**src/rtl/muldiv_seq_pkg.sv**
```systemverilog
// Shared definitions for the RV32M multiply/divide sequencer.
// Holds the FSM state encoding, funct3 encodings and operand-signedness helpers.
// Imported by muldiv_seq and muldiv_seq_core; no logic of its own.
package muldiv_seq_pkg;

    typedef enum logic [1:0] {
        ST_IDLE = 2'd0,
        ST_CALC = 2'd1,
        ST_FIX  = 2'd2,
        ST_DONE = 2'd3
    } state_t;

    localparam logic [2:0] F3_MUL    = 3'b000;
    localparam logic [2:0] F3_MULH   = 3'b001;
    localparam logic [2:0] F3_MULHSU = 3'b010;
    localparam logic [2:0] F3_MULHU  = 3'b011;
    localparam logic [2:0] F3_DIV    = 3'b100;
    localparam logic [2:0] F3_DIVU   = 3'b101;
    localparam logic [2:0] F3_REM    = 3'b110;
    localparam logic [2:0] F3_REMU   = 3'b111;

    // MUL is run unsigned: its low half is sign-agnostic, and an unsigned
    // high half lets every MULH* variant be derived from it later.
    function automatic logic signed_a(input logic [2:0] f3);
        return (f3 == F3_MULH) || (f3 == F3_MULHSU) || (f3 == F3_DIV) || (f3 == F3_REM);
    endfunction

    function automatic logic signed_b(input logic [2:0] f3);
        return (f3 == F3_MULH) || (f3 == F3_DIV) || (f3 == F3_REM);
    endfunction

endpackage

```
**src/rtl/muldiv_seq_core.sv**
```systemverilog
// Iterative datapath: radix-2 shift-add multiply / restoring divide on unsigned magnitudes.
// Latency: one step per 'step' pulse, XLEN steps per operation; 'load' initialises.
// Backpressure: none; fully driven by the sequencer's load/step/div_mode controls.
// Ports: iclk/irst_n clock and async active-low reset; load latches mag_a into the
//        accumulator low half and mag_b as multiplicand/divisor; step advances one
//        iteration in the mode chosen by div_mode; acc is the 2*XLEN accumulator.
module muldiv_seq_core
    import muldiv_seq_pkg::*;
#(
    parameter int XLEN = 32
) (
    input  logic                iclk,
    input  logic                irst_n,
    input  logic                load,
    input  logic                step,
    input  logic                div_mode,
    input  logic [XLEN-1:0]     mag_a,
    input  logic [XLEN-1:0]     mag_b,
    output logic [2*XLEN-1:0]   acc
);

    logic [XLEN-1:0]   opnd_b;
    logic [XLEN:0]     mul_sum;
    logic [2*XLEN-1:0] mul_next;
    logic [XLEN:0]     rem_sh;
    logic              rem_ge;
    logic [XLEN-1:0]   rem_sub;
    logic [2*XLEN-1:0] div_next;

    // Multiply: acc = {partial high, multiplier}; add on the multiplier LSB,
    // then shift the whole thing right, keeping the carry.
    assign mul_sum  = {1'b0, acc[2*XLEN-1:XLEN]} + {1'b0, opnd_b};
    assign mul_next = acc[0] ? {mul_sum, acc[XLEN-1:1]} : {1'b0, acc[2*XLEN-1:1]};

    // Divide: acc = {remainder, dividend/quotient}. The shifted remainder can
    // need XLEN+1 bits, so compare at that width. When it is >= divisor the
    // difference is below the divisor and fits in XLEN bits exactly.
    assign rem_sh   = acc[2*XLEN-1:XLEN-1];
    assign rem_ge   = (rem_sh >= {1'b0, opnd_b});
    assign rem_sub  = rem_sh[XLEN-1:0] - opnd_b;
    assign div_next = rem_ge ? {rem_sub, acc[XLEN-2:0], 1'b1}
                             : {rem_sh[XLEN-1:0], acc[XLEN-2:0], 1'b0};

    always_ff @(posedge iclk or negedge irst_n) begin
        if (!irst_n) begin
            acc    <= '0;
            opnd_b <= '0;
        end else if (load) begin
            acc    <= {{XLEN{1'b0}}, mag_a};
            opnd_b <= mag_b;
        end else if (step) begin
            acc    <= div_mode ? div_next : mul_next;
        end
    end

endmodule

```
**src/rtl/muldiv_seq.sv**
```systemverilog
// RV32M multiply/divide sequencer beside the EX-stage ALU (FSM, counter, signs, special cases).
// Latency: XLEN+2 cycles from accept edge to ovalid; divide-by-zero/overflow (and fused hits) 1 cycle.
// Backpressure: ostall holds the pipeline while ivalid && !ovalid; accepts only in IDLE (oready).
// Ports: iclk/irst_n; ivalid/ifunct3/isrc_a/isrc_b request; iflush abort;
//        oready (IDLE), ovalid one-cycle strobe with oresult, ostall to the hazard unit.
// Optional: define MULDIV_FUSE_EN to reuse the last DIV/REM pair or MUL high half.
module muldiv_seq
    import muldiv_seq_pkg::*;
#(
    parameter int XLEN  = 32,
    parameter int CNT_W = 6
) (
    input  logic            iclk,
    input  logic            irst_n,
    input  logic            ivalid,
    input  logic [2:0]      ifunct3,
    input  logic [XLEN-1:0] isrc_a,
    input  logic [XLEN-1:0] isrc_b,
    input  logic            iflush,
    output logic            oready,
    output logic            ovalid,
    output logic [XLEN-1:0] oresult,
    output logic            ostall
);

    localparam logic [XLEN-1:0] ALL_ONES = {XLEN{1'b1}};
    localparam logic [XLEN-1:0] INT_MIN  = {1'b1, {(XLEN-1){1'b0}}};

    state_t             state;
    logic [CNT_W-1:0]   cnt;
    logic [2:0]         f3_q;
    logic               neg_res;   // product / quotient must be negated
    logic               neg_rem;   // remainder takes the dividend's sign

    logic               neg_a, neg_b;
    logic [XLEN-1:0]    mag_a, mag_b;
    logic               div_zero, div_ovf, special;
    logic [XLEN-1:0]    special_val;
    logic               accept, core_load, core_step;
    logic [2*XLEN-1:0]  acc;
    logic [2*XLEN-1:0]  prod;
    logic [XLEN-1:0]    quot, rem;
    logic [XLEN-1:0]    fix_val;
    logic               fuse_hit;
    logic [XLEN-1:0]    fuse_val;

    assign neg_a = signed_a(ifunct3) & isrc_a[XLEN-1];
    assign neg_b = signed_b(ifunct3) & isrc_b[XLEN-1];
    assign mag_a = neg_a ? -isrc_a : isrc_a;
    assign mag_b = neg_b ? -isrc_b : isrc_b;

    assign div_zero = ifunct3[2] & (isrc_b == '0);
    assign div_ovf  = ifunct3[2] & ~ifunct3[0] & (isrc_a == INT_MIN) & (isrc_b == ALL_ONES);
    assign special  = div_zero | div_ovf;

    always_comb begin
        special_val = '0;
        if (div_zero)
            special_val = ifunct3[1] ? isrc_a : ALL_ONES;
        else
            special_val = ifunct3[1] ? '0 : INT_MIN;
    end

    assign accept    = (state == ST_IDLE) & ivalid & ~iflush;
    assign core_load = accept & ~special & ~fuse_hit;
    assign core_step = (state == ST_CALC) & ~iflush;

    // The result strobe is registered, so a stall release never depends on a
    // long combinational path; only ivalid/iflush gate it combinationally.
    assign ostall = ivalid & ~ovalid & ~iflush;

    muldiv_seq_core #(.XLEN(XLEN)) u_core (
        .iclk     (iclk),
        .irst_n   (irst_n),
        .load     (core_load),
        .step     (core_step),
        .div_mode (f3_q[2]),
        .mag_a    (mag_a),
        .mag_b    (mag_b),
        .acc      (acc)
    );

    assign prod = neg_res ? -acc : acc;
    assign quot = neg_res ? -acc[XLEN-1:0] : acc[XLEN-1:0];
    assign rem  = neg_rem ? -acc[2*XLEN-1:XLEN] : acc[2*XLEN-1:XLEN];

    always_comb begin
        fix_val = '0;
        case (f3_q)
            F3_MUL:                       fix_val = prod[XLEN-1:0];
            F3_MULH, F3_MULHSU, F3_MULHU: fix_val = prod[2*XLEN-1:XLEN];
            F3_DIV, F3_DIVU:              fix_val = quot;
            default:                      fix_val = rem;
        endcase
    end

`ifdef MULDIV_FUSE_EN
    logic            c_vld;
    logic [2:0]      c_f3;
    logic [XLEN-1:0] c_a, c_b, c_q, c_r;
    logic [XLEN-1:0] a_q, b_q;
    logic            same_ops, div_hit, mul_hit;
    logic [XLEN-1:0] corr_a, corr_b;

    assign same_ops = c_vld & (isrc_a == c_a) & (isrc_b == c_b);
    // DIV<->REM with matching signedness reuses the other half of the pair.
    assign div_hit  = same_ops & c_f3[2] & ifunct3[2] &
                      (ifunct3[0] == c_f3[0]) & (ifunct3[1] != c_f3[1]);
    assign mul_hit  = same_ops & (c_f3 == F3_MUL) & ~ifunct3[2] & (ifunct3 != F3_MUL);
    assign fuse_hit = div_hit | mul_hit;

    // The cached MUL high half is unsigned; signed variants subtract the
    // cross terms contributed by a negative operand.
    assign corr_a = isrc_a[XLEN-1] ? isrc_b : '0;
    assign corr_b = isrc_b[XLEN-1] ? isrc_a : '0;

    always_comb begin
        fuse_val = '0;
        if (div_hit)
            fuse_val = ifunct3[1] ? c_r : c_q;
        else if (ifunct3 == F3_MULHU)
            fuse_val = c_q;
        else if (ifunct3 == F3_MULHSU)
            fuse_val = c_q - corr_a;
        else
            fuse_val = c_q - corr_a - corr_b;
    end

    always_ff @(posedge iclk or negedge irst_n) begin
        if (!irst_n) begin
            c_vld <= 1'b0;
            c_f3  <= '0;
            c_a   <= '0;
            c_b   <= '0;
            c_q   <= '0;
            c_r   <= '0;
            a_q   <= '0;
            b_q   <= '0;
        end else begin
            if (accept) begin
                a_q <= isrc_a;
                b_q <= isrc_b;
            end
            if (iflush) begin
                c_vld <= 1'b0;
            end else if (accept & ~fuse_hit) begin
                c_vld <= 1'b0;
            end else if ((state == ST_FIX) && (f3_q[2] || (f3_q == F3_MUL))) begin
                c_vld <= 1'b1;
                c_f3  <= f3_q;
                c_a   <= a_q;
                c_b   <= b_q;
                c_q   <= f3_q[2] ? quot : acc[2*XLEN-1:XLEN];
                c_r   <= f3_q[2] ? rem : '0;
            end
        end
    end
`else
    assign fuse_hit = 1'b0;
    assign fuse_val = '0;
`endif

    always_ff @(posedge iclk or negedge irst_n) begin
        if (!irst_n) begin
            state   <= ST_IDLE;
            cnt     <= '0;
            f3_q    <= '0;
            neg_res <= 1'b0;
            neg_rem <= 1'b0;
            oready  <= 1'b1;
            ovalid  <= 1'b0;
            oresult <= '0;
        end else begin
            ovalid <= 1'b0;
            if (iflush) begin
                // A result already registered this cycle still goes out;
                // anything in flight is dropped and oresult keeps its value.
                state  <= ST_IDLE;
                oready <= 1'b1;
            end else begin
                case (state)
                    ST_IDLE: begin
                        if (ivalid) begin
                            f3_q    <= ifunct3;
                            neg_res <= neg_a ^ neg_b;
                            neg_rem <= neg_a;
                            oready  <= 1'b0;
                            if (fuse_hit || special) begin
                                oresult <= fuse_hit ? fuse_val : special_val;
                                ovalid  <= 1'b1;
                                state   <= ST_DONE;
                            end else begin
                                cnt   <= CNT_W'(XLEN);
                                state <= ST_CALC;
                            end
                        end
                    end
                    ST_CALC: begin
                        cnt <= cnt - CNT_W'(1);
                        if (cnt == CNT_W'(1))
                            state <= ST_FIX;
                    end
                    ST_FIX: begin
                        oresult <= fix_val;
                        ovalid  <= 1'b1;
                        state   <= ST_DONE;
                    end
                    ST_DONE: begin
                        // Never accept here: ivalid still belongs to the
                        // instruction that just completed.
                        state  <= ST_IDLE;
                        oready <= 1'b1;
                    end
                    default: state <= ST_IDLE;
                endcase
            end
        end
    end

endmodule

```
**config.mk**
```make
export PLATFORM = sky130hd
export DESIGN_NAME = muldiv_seq
export DESIGN_NICKNAME = d
export VERILOG_FILES = /design/src/rtl/muldiv_seq_pkg.sv /design/src/rtl/muldiv_seq_core.sv /design/src/rtl/muldiv_seq.sv
export SDC_FILE = /design/constraint.sdc
export NUM_CORES = 1
export LEC_CHECK = 0
export CORE_AREA = 2 2 249 251
export CTS_BUF_LIST = sky130_fd_sc_hd__clkbuf_2 sky130_fd_sc_hd__clkbuf_4 sky130_fd_sc_hd__clkbuf_8
export DETAILED_ROUTE_END_ITERATION = 12
export DIE_AREA = 0 0 251 253
export SETUP_SLACK_MARGIN = 0.4
export SYNTH_ARGS = -nofsm -noshare
export SYNTH_HDL_FRONTEND = slang
export SYNTH_SLANG_ARGS = --single-unit
```
**constraint.sdc**
```tcl
create_clock -name iclk -period 8.4 [get_ports iclk]
set_input_delay 1.68 -clock iclk [delete_from_list [all_inputs] [get_ports iclk]]
set_output_delay 1.68 -clock iclk [all_outputs]
set_load 0.005 [all_outputs]
```
==> impl_metrics.toml <==
[run_status]
status = "completed"

[routing]
drtIter0Drc = 1369
avgRoutedWirePerCell_um = 21.38
drt-vias-per-instance = 5.629
num_vias = 15610
post_route_drc = 0
drt-pass1-iter-count = 6
detail-route-antenna-nets = 0
route.final.wire_length_um = 59280

[synthesis]
ys_dominant_reg_cell = "sky130_fd_sc_hd__dfrtp_1"
mappedNetlistNets = 2119
postSynthRegisterBits = 143
synth-seq-area-share_pct = 23.79
synth_enable_flop_cells = 0
post_synth_inst_count = 1971
post_synth_main_area_contributors = "sky130_fd_sc_hd__dfrtp_1 24%, sky130_fd_sc_hd__o21ai_0 7.3%, sky130_fd_sc_hd__ha_1 6.2%, sky130_fd_sc_hd__xnor2_1 6.1%, sky130_fd_sc_hd__nand2_1 5.2%"
most_numerous_cell_types_in_the_synthesized_netlist = "218 x sky130_fd_sc_hd__o21ai_0, 208 x sky130_fd_sc_hd__nand2_1, 142 x sky130_fd_sc_hd__dfrtp_1"
asyncSetResetFlopFracSynth_pct = 100.0
synth_top_area_cell = "sky130_fd_sc_hd__dfrtp_1"
synth_top_area_share_pct = 23.62
mappedNetlistArea_mm2 = 0.01505
post_synth.cell_area_avg_um2 = 7.634
synthMostInstantiatedCell = "sky130_fd_sc_hd__o21ai_0"
synth_warn = 0
ys_types = 83

[worst_setup_path]
critPathRequiredTime_ns = 8.84
worstPathCellList = "clkdlybuf4s50_1 > nor4_1 > nor4b_1 > and4_1 > a211o_4 > nand2_1 > nor4b_1 > mux2i_1 > a31oi_1"
peak_fanout_along_the_critical_path = 75
timing_worst_setup_path_type = "primary input to flop"
worst_setup_path_end_kind = "flop"
timing.reg2reg.worst_path_depth = 13
critical_path_arrival_ns = 5.92
cpMostUsedCell = "sky130_fd_sc_hd__nor4b_1"
critical-path-slowest-cell = "sky130_fd_sc_hd__nor4_1"
critical_path.max_stage_delay_ns = 0.83
critical_path.startpoint_type = "primary input"

[power]
cellPowerDensity_mw_per_mm2 = 399.3
static-leakage-power_nw = 6.755
vdd_drop_max_uv = 219.6

[floorplanning]
die_ht_um = 253
start_util_pct = 24.65
die-area_mm2 = 0.06350
rows = 91
core_area_mm2 = 0.06103
fp.dieW_um = 251
ios = 106

[sta]
setup_viol_count_final = 0
transition_time_at_the_pin_with_the_least_slew_margin_ns = 1.151
finalSetupTns_ns = 0
clock.fmax_mhz = 182.3
holdWs_ns = 0.4743
finalWorstPathRequiredPeriod_ns = 5.484
grt_setup_unrepaired = "false"
slew_headroom_pct = 23.26
min_period_over_period_pct = 65.29
finClkSkew_ns = 0.01779
final_max_slew_viol_count = 0
report.final.hold_viol_count = 0

[clocking]
postCtsHoldBufs = 0
cts_num_sinks = 143
cts_setup_buffers = 0
root_buffer = "sky130_fd_sc_hd__clkbuf_8"
worst_setup_hold_path_clk_slew_ns = 0.09
clk_path_buf_depth = 2
tritoncts = "yes"
clkLatencyLatePin_ns = 0.51
cts_max_level = 4
cts-buffers-inserted = 17
post_cts_resized = 0

[global_route]
antenna_violations_before_repair = 2
grt_first_pass_wirelength_um = 91020
grt_overflow = 0
groute.usage.overall_pct = 18.40
maximum_number_of_pins_on_one_net_before_global_route_repair = 88
first_global_vias = 15170

[run]
max-cap-violations = 0

[place]
dp.cells = 2740
place.port_buffers = 105
detailed_place.area_mm2 = 0.01668
dp_hpwl_um = 44520
place.gp.congestion = 0.9382

[finish]
final_area_mm2 = 0.01704
finalNonFillerCells = 2773
layout_overhead_on_the_synthesized_area_pct = 13.28
layout.filler_cells = 6658
utilization_pct = 27.93
fin_nets = 2117
final_layout_size_suffix_gt1_share_pct = 4.894

[worst_hold_path]
hold_depth = 2
hold_class = "flop to flop"
[final timing paths]
check | start | slack, ns | endpoint
setup / recovery | isrc_b[7] | 2.92 | u_core.acc[62]
hold / removal | oresult[30] | 0.47 | oresult[30]
setup reg to reg | u_core.acc[31] | 4.11 | u_core.acc[60]
hold reg to reg | oresult[30] | 0.47 | oresult[30]
max in group asynchronous | irst_n | 5.67 | f3_q[2]
min in group asynchronous | irst_n | 1.25 | oresult[15]
[metal layers]
metal  vias up  wire length (µm)  global-route usage, %
met4         2              2406                  7.959
li1       7207                 -                      -
met1      7653             26040                  24.20
met5         -                12                      0
met3       138              3522                  2.755
met2       608             27300                  29.93
[critical path: cells and delay by family]
kind	cells	cell delay [ns]
mux	1	0.14
compound gates	2	0.80
buf+inv	1	0.51
simple gates	5	2.70
[cell usage in the layout, fill, tap and decap left out, types with 20 or more instances in the layout]
master / instances
sky130_fd_sc_hd__nand2_1: 208
sky130_fd_sc_hd__o31ai_1: 38
sky130_fd_sc_hd__a211oi_1: 31
sky130_fd_sc_hd__or3_1: 23
sky130_fd_sc_hd__o21ai_0: 218
sky130_fd_sc_hd__xor2_1: 79
sky130_fd_sc_hd__o211ai_1: 45
sky130_fd_sc_hd__nand2b_1: 20
sky130_fd_sc_hd__inv_1: 79
sky130_fd_sc_hd__dfrtp_1: 140
sky130_fd_sc_hd__nand3_1: 31
sky130_fd_sc_hd__xnor2_1: 104
sky130_fd_sc_hd__a21oi_1: 138
sky130_fd_sc_hd__ha_1: 75
sky130_fd_sc_hd__a31oi_1: 24
sky130_fd_sc_hd__nor2_1: 128
sky130_fd_sc_hd__nor3_1: 41
sky130_fd_sc_hd__mux2i_1: 64
sky130_fd_sc_hd__a21o_1: 30
sky130_fd_sc_hd__nand4_1: 21
sky130_fd_sc_hd__clkdlybuf4s50_1: 104
[area by class of cell]
type	count	area (µm²)	share of cell area (%)
multi-input cells	1605	10630	62.38
clock inverters	12	87.58	0.5139
repair buffers	122	1180	6.923
diodes	1	2.502	0.01468
flip-flops and latches	143	3585	21.03
clock buffers	20	269.0	1.578
well taps	790	988.4	5.799
inverters	80	300.3	1.762
[stage by stage]
step,setup WS (ns),power [mW]
floorplan,4.162,4.724
global placement,2.521,6.089
detailed placement,2.442,6.159
CTS,3.002,6.718
global route,2.625,7.332
finish,2.916,6.806
[sequential cells by signal, indices dropped and copies added (netlist names), 2 cells and up]
name,cells
u_core.acc,64
f3_q,3
u_core.opnd_b,32
oresult,32
cnt,6
state,2
[report_power, final]
part	switching [mW]	leakage, nW	internal, mW
clock	0.319	0.171	0.223
combinational	2.82	4.79	1.86
sequential	0.604	1.80	0.982
[cells by family after synthesis]
logic type,after synthesis,share of synthesized area (%)
compound gates,688,29.57
simple gates,585,18.87
buf+inv,223,5.755
xor+xnor,183,10.65
flops,143,23.79
fa+ha+maj,77,6.503
mux,72,4.857
Note: power is estimated with default switching activity, not from simulation.
